**src/rtl/ste_dma_fifo.sv**
```systemverilog
// DMA staging FIFO between a peripheral stream and the MCU RDY bus.
// The FIFO fills or drains in RDY bursts, with a counter and status register.
module ste_dma_fifo #(
  parameter int DW    = 16,
  parameter int DEPTH = 16,
  parameter int BURST = 8
) (
  input  logic                     clk32,
  input  logic                     reset,
  input  logic                     clk_en,
  input  logic                     FCS_N,
  input  logic                     RW,
  input  logic                     A1,
  input  logic [DW-1:0]            DIN,
  output logic [DW-1:0]            DOUT,
  output logic                     RDY_O,
  input  logic                     RDY_I,
  input  logic                     dev_in_valid,
  input  logic [DW-1:0]            dev_in_data,
  output logic                     dev_in_ready,
  output logic                     dev_out_valid,
  output logic [DW-1:0]            dev_out_data,
  input  logic                     dev_out_ready,
  output logic [$clog2(DEPTH):0]   level,
  output logic                     err
);

  localparam int AW = $clog2(DEPTH);
  localparam int LW = AW + 1;
  localparam int BW = $clog2(BURST + 1);

  typedef enum logic [1:0] {
    IDLE = 2'd0,
    REQ  = 2'd1,
    XFER = 2'd2,
    GAP  = 2'd3
  } state_t;

  state_t          state, state_nx;
  logic            enable, dir, bdir;
  logic [DW-1:0]   mem [DEPTH];
  logic [AW-1:0]   wptr, rptr;
  logic [LW-1:0]   cnt;
  logic [BW-1:0]   bcnt, bcnt_nx;
  logic [15:0]     tcnt;
  logic [15:0]     stat;

  logic ctrl_wr, flush, busy, strobe;
  logic empty, full, thresh;
  logic dev_push, dev_pop, bus_push, bus_pop;
  logic push, pop, miss;

  assign ctrl_wr = clk_en & ~FCS_N & A1 & ~RW;
  assign flush   = ctrl_wr & DIN[1];
  assign busy    = (state == REQ) || (state == XFER);
  assign strobe  = clk_en & busy & ~RDY_I;
  assign empty   = (cnt == '0);
  assign full    = (cnt == LW'(DEPTH));

  assign dev_out_valid = enable & ~dir & ~empty;
  assign dev_out_data  = mem[rptr];
  assign dev_pop       = dev_out_valid & dev_out_ready;

  // A second same-side access in one cycle is treated as an over/underrun.
  assign bus_pop      = strobe & bdir & ~empty & ~dev_pop;
  assign dev_in_ready = enable & dir & (~full | bus_pop);
  assign dev_push     = dev_in_valid & dev_in_ready;
  assign bus_push     = strobe & ~bdir & (~full | dev_pop) & ~dev_push;

  assign push = dev_push | bus_push;
  assign pop  = dev_pop | bus_pop;
  assign miss = strobe & ~(bus_push | bus_pop);

  assign thresh = dir ? (cnt >= LW'(BURST))
                      : ((LW'(DEPTH) - cnt) >= LW'(BURST));

  assign RDY_O = ~busy;
  assign level = cnt;
  assign stat  = 16'({cnt, err, logic'(state[1]), logic'(state[0]),
                      enable, dir});

  always_comb begin
    state_nx = state;
    bcnt_nx  = bcnt;
    if (strobe) bcnt_nx = bcnt + BW'(1);
    if (clk_en) begin
      unique case (state)
        IDLE: if (enable && thresh) begin
          state_nx = REQ;
          bcnt_nx  = '0;
        end
        REQ, XFER: if (strobe)
          state_nx = (bcnt_nx == BW'(BURST)) ? GAP : XFER;
        GAP:     state_nx = IDLE;
        default: state_nx = IDLE;
      endcase
    end
    if (flush) begin
      state_nx = IDLE;
      bcnt_nx  = '0;
    end
  end

  always_ff @(posedge clk32) begin
    if (reset) begin
      state  <= IDLE;
      bcnt   <= '0;
      enable <= 1'b0;
      dir    <= 1'b0;
      bdir   <= 1'b0;
      wptr   <= '0;
      rptr   <= '0;
      cnt    <= '0;
      tcnt   <= '0;
      err    <= 1'b0;
    end else begin
      state <= state_nx;
      bcnt  <= bcnt_nx;
      if (state == IDLE && state_nx == REQ) bdir <= dir;
      if (ctrl_wr) begin
        dir    <= DIN[0];
        enable <= DIN[2];
      end
      if (flush) begin
        wptr <= '0;
        rptr <= '0;
        cnt  <= '0;
      end else begin
        if (push) wptr <= wptr + AW'(1);
        if (pop)  rptr <= rptr + AW'(1);
        cnt <= cnt + LW'(push) - LW'(pop);
      end
      if (ctrl_wr) begin
        tcnt <= '0;
        err  <= 1'b0;
      end else begin
        if (bus_push || bus_pop) tcnt <= tcnt + 16'd1;
        if (miss) err <= 1'b1;
      end
    end
  end

  always_ff @(posedge clk32) begin
    if (push && !flush && !reset)
      mem[wptr] <= dev_push ? dev_in_data : DIN;
  end

  always_comb begin
    DOUT = '0;
    if (!FCS_N && RW) DOUT[15:0] = A1 ? stat : tcnt;
    else if (busy && bdir) DOUT = mem[rptr];
  end

endmodule

```
**config.mk**
```make
export PLATFORM = sky130hd
export DESIGN_NAME = ste_dma_fifo
export DESIGN_NICKNAME = d
export VERILOG_FILES = /design/src/rtl/ste_dma_fifo.sv
export SDC_FILE = /design/constraint.sdc
export NUM_CORES = 1
export LEC_CHECK = 0
export ABC_AREA = 1
export CAP_MARGIN = 0
export CORE_MARGIN = 2
export CORE_UTILIZATION = 40
export CTS_CLUSTER_DIAMETER = 150
export CTS_CLUSTER_SIZE = 12
export DETAILED_ROUTE_END_ITERATION = 8
export PLACE_DENSITY = 0.56
export SLEW_MARGIN = 20
export SYNTH_ARGS = -nofsm -noshare
export SYNTH_HDL_FRONTEND = slang
export SYNTH_SLANG_ARGS = --single-unit
```
**constraint.sdc**
```tcl
create_clock -name clk32 -period 3.4 [get_ports clk32]
set_input_delay 0.51 -clock clk32 [delete_from_list [all_inputs] [get_ports clk32]]
set_output_delay 0.51 -clock clk32 [all_outputs]
set_load 0.01 [all_outputs]
```
==> summary.txt <==
Logic synthesis
  • Synth unique cells: 38
  • Post-synth top area share: 60.1%
  • Synth Instances: 1114
  • Ys flop type: edfxtp_1
  • Synth area leaders: edfxtp_1 (60%), dfxtp_1 (6.7%), o21ai_0 (5.7%)
  • Synth warn: 0
  • Synth Register Bits: 299
  • EDFF count, synth: 256
  • Commonest cells in the netlist: edfxtp_1 (256), nor2_1 (188), o21ai_0 (147), nand2_1 (91), inv_1 (69)
  • Mapped Area: 12800 um^2
  • Syn avg cell area: 11.5 um^2
  • Ys async rst share: 0%
  • Register area share after synthesis: 66.8%
  • Most numerous cell in the Yosys netlist: edfxtp_1
  • Yosys top cell by area: edfxtp_1
  • Syn nets: 1175

GRT
  • First-pass GRT wire length: 52700 um
  • Grt ovf: 0
  • Gr usage total: 20.7%
  • Largest net degree at the start of global routing: 78
  • Number of global-route vias before repair: 8682
  • Antenna violations before repair: 1

Timing
  • Tmin final: 3320 ps
  • Max_slew headroom: 31.0%
  • RSZ-0062 raised after global routing: true
  • Max-slew violations: 0
  • Max frequency: 302 MHz
  • Layout Skew: 19.5 ps
  • Period utilisation layout: 97.5%
  • Final Setup Violations: 0
  • Worst Tran Pin Value: 1030 ps
  • Final Hold Vio Count: 0

Detailed routing
  • Drt initial violations: 725
  • DR vias: 9103
  • Remaining DRCs: 0
  • Final wirelength: 35400 um
  • Routed Antenna Nets: 0
  • DRT Pass-1 Iters: 5
  • Via density: 5.53
  • WL/cell: 21.5 um

Pwr
  • Leakage: 5.23 nW
  • Worst VDD drop: 440 uV
  • Reg power frac: 52.9%
  • Reported net switching power: 1.78 mW
  • Cell Int Power: 5.86 mW
  • Switch share: 23.3%
  • Combinational share of power: 9.4%
  • PwrDens: 491 nW/um^2
  • Clock power share: 37.7%

Worst setup path
  • Crit end category: primary output
  • R2R Setup Slk: 250 ps
  • CP Launch Type: flip-flop
  • CP top delay family: buffers and inverters
  • Worst EP arrival: 2810 ps
  • Most frequent CP cell: inv_1
  • Crit Path Class: reg2out
  • Critical path capture point: DOUT[7]
  • Worst Reg-to-Reg Cells: 23
  • CP Depth: 8
  • Cells along the critical path: inv_1 > buf_4 > o221ai_1 > nand3_1 > nand2_1 > inv_1 > o21ai_1 > clkdlybuf4s50_1
  • Reg-to-Reg End: level[4]
  • Critical R2R Launch: level[2]
  • Bufs and invs on worst path: 4
  • Highest net fanout along the worst path: 22
  • Worst Path Required: 2890 ps
  • CP peak stage delay: 560 ps
  • Slowest cell on the critical path: dfxtp_2

Final layout
  • Antenna fix cells: 0
  • Fin cells: 1646
  • Share of cells above drive strength 1: 12.0%
  • Sequential Area: 8550 um^2
  • Final Core Density: 49.2%
  • Multi-input logic area: 3780 um^2
  • Fillers: 2841
  • # nets final: 1284
  • Synth-to-Final Area Change: 21.4%
  • Final Instance Area: 15500 um^2

Floorplanning
  • Die W: 183 um
  • Die Y: 183 um
  • FP Rows: 65
  • Initial core utilization: 40.6%
  • Ports: 82
  • Core Box Area: 31600 um^2
  • Die ar.: 33400 um^2

Hold path
  • HP Class: reg2reg

Clock network
  • # clock sinks: 299
  • Root Driver: clkbuf_16
  • H-tree depth: 1
  • Cts bufs inserted: 28
  • Hold-fix buffer count after cts: 0
  • TritonCTS clock tree: done
  • Reg clk slew, reported paths: 60 ps
  • CTS Buffer Depth: 3
  • Clock Latency Late Sink: 560 ps

Place
  • Post-placement cell count: 1590
  • Port bufs: 81
  • Hpwl dp: 21800 um
  • Placer Congestion: 0.929
  • Area after DPL: 14500 um^2

Status
  • Outcome: complete, no violations

Flow run
  • Maxcap violations: 0
-- stage by stage --
step | TNS [ps] | setup WS [ps] | total power, mW | hold slack [ps]
detailed placement | 0 | 73.2 | 4.80 | 460
global placement | 0 | 108 | 4.80 | 448
floorplan | 0 | 188 | 4.49 | 436
CTS | 0 | 6.62 | 7.67 | 469
finish | 0 | 85.0 | 7.63 | 469
global route | -135 | -50.4 | 7.91 | 504
-- final cells by class --
| type | instances | area share, % |
|---|---|---|
| inverters | 75 | 1.89 |
| clock buffers | 50 | 5.04 |
| multi-input cells | 681 | 24.3 |
| flip-flops and latches | 299 | 55.1 |
| clock inverters | 1 | 0.193 |
| repair buffers | 138 | 10.2 |
| well taps | 402 | 3.24 |
-- timing repair --
| item | CTS | global route |
|---|---|---|
| cloned | 1 | 3 |
| setup endpoints to repair | 14 | 25 |
| gates resized for setup | 6 | 21 |
| setup buffers | 0 | 1 |
-- worst reg2reg max path, stage by stage, from the launching register on --
cell and delay [ps]:
dfxtp_1 310, inv_1 90, ha_1 150, nand2_1 50
nor2_1 130, ha_2 220, inv_1 90, nand3_2 130
nand4_4 110, nand2_2 100, nand3_4 60, nand2_2 90
inv_1 70, ha_1 290, inv_1 60, ha_1 150
inv_1 50, fa_1 390, nor2_2 110, nor2_1 50
nor2_1 80, nor2_1 60, o21ai_0 140, a21oi_1 50
-- state kept, by name, indices dropped and copies added (netlist names), named ones only --
| register | count |
|---|---|
| bcnt | 4 |
| bdir | 1 |
| dir | 1 |
| enable | 1 |
| err | 1 |
| level | 5 |
| mem | 256 |
| rptr | 4 |
| state | 2 |
| tcnt | 16 |
| wptr | 4 |
-- placed cells by master, fill, tap and decap left out, types with 4 or more instances in the layout --
cell type,netlist,layout
a21oi_1,39,39
buf_12,0,16
buf_4,4,33
clkbuf_1,37,22
clkbuf_16,0,31
clkdlybuf4s50_1,0,79
dfxtp_1,43,40
edfxtp_1,256,256
ha_1,19,18
inv_1,69,67
inv_2,3,4
mux2_2,16,16
nand2_1,91,83
nand2_2,5,13
nand3_1,40,38
nand4_1,4,4
nor2_1,188,171
nor2_2,0,16
nor3_1,7,7
o211ai_1,16,16
o21ai_0,147,147
o21ai_1,4,4
o221ai_1,48,48
o22ai_1,27,27
xor2_1,12,12
-- power by group through the flow --
stage | Sequential [mW] | Combinational [mW] | Clock, mW
after floorplan | 4.11 | 0.374 | 0
after detailed placement | 4.11 | 0.686 | 0
after global placement | 4.11 | 0.683 | 0
final | 4.04 | 0.716 | 2.88
after global routing | 4.04 | 0.792 | 3.08
after CTS | 4.04 | 0.695 | 2.94
-- cell families (layout without fill, tap and decap cells) --
group	Yosys count	count (layout)	share of synthesized area, %
AOI/OAI and AO/OA	286	286	13.3
xor gates and xnor gates	12	12	0.821
adders and majority gates	20	20	2.01
buffers and inverters	134	264	4.29
DFF	299	299	66.8
muxes	16	16	1.41
and+or+nand+nor	347	347	11.4
-- worst min path at each step --
| stage | slack (ps) | start | end | cells after the start |
|---|---|---|---|---|
| after global placement | 450 | tcnt[14] | tcnt[14] | 2 |
| after floorplan | 440 | rptr[3] | flip-flop | 2 |
| after detailed placement | 460 | tcnt[14] | tcnt[14] | 2 |
| final | 470 | tcnt[14] | tcnt[14] | 2 |
| after global routing | 500 | rptr[3] | flip-flop | 2 |
| after CTS | 470 | tcnt[14] | tcnt[14] | 2 |
-- layer usage --
layer  GRT usage (%)  part of all wire (%)  wire length [um]  vias up
li1                -                     -                 -     4259
met1            27.9                    44             15500     4499
met2            35.4                    49             17200      293
met3            3.28                   5.8              2060       52
met4            4.58                   1.9               658        0
met5               0                     0                 0        -
(Power assumes the default switching activity.)
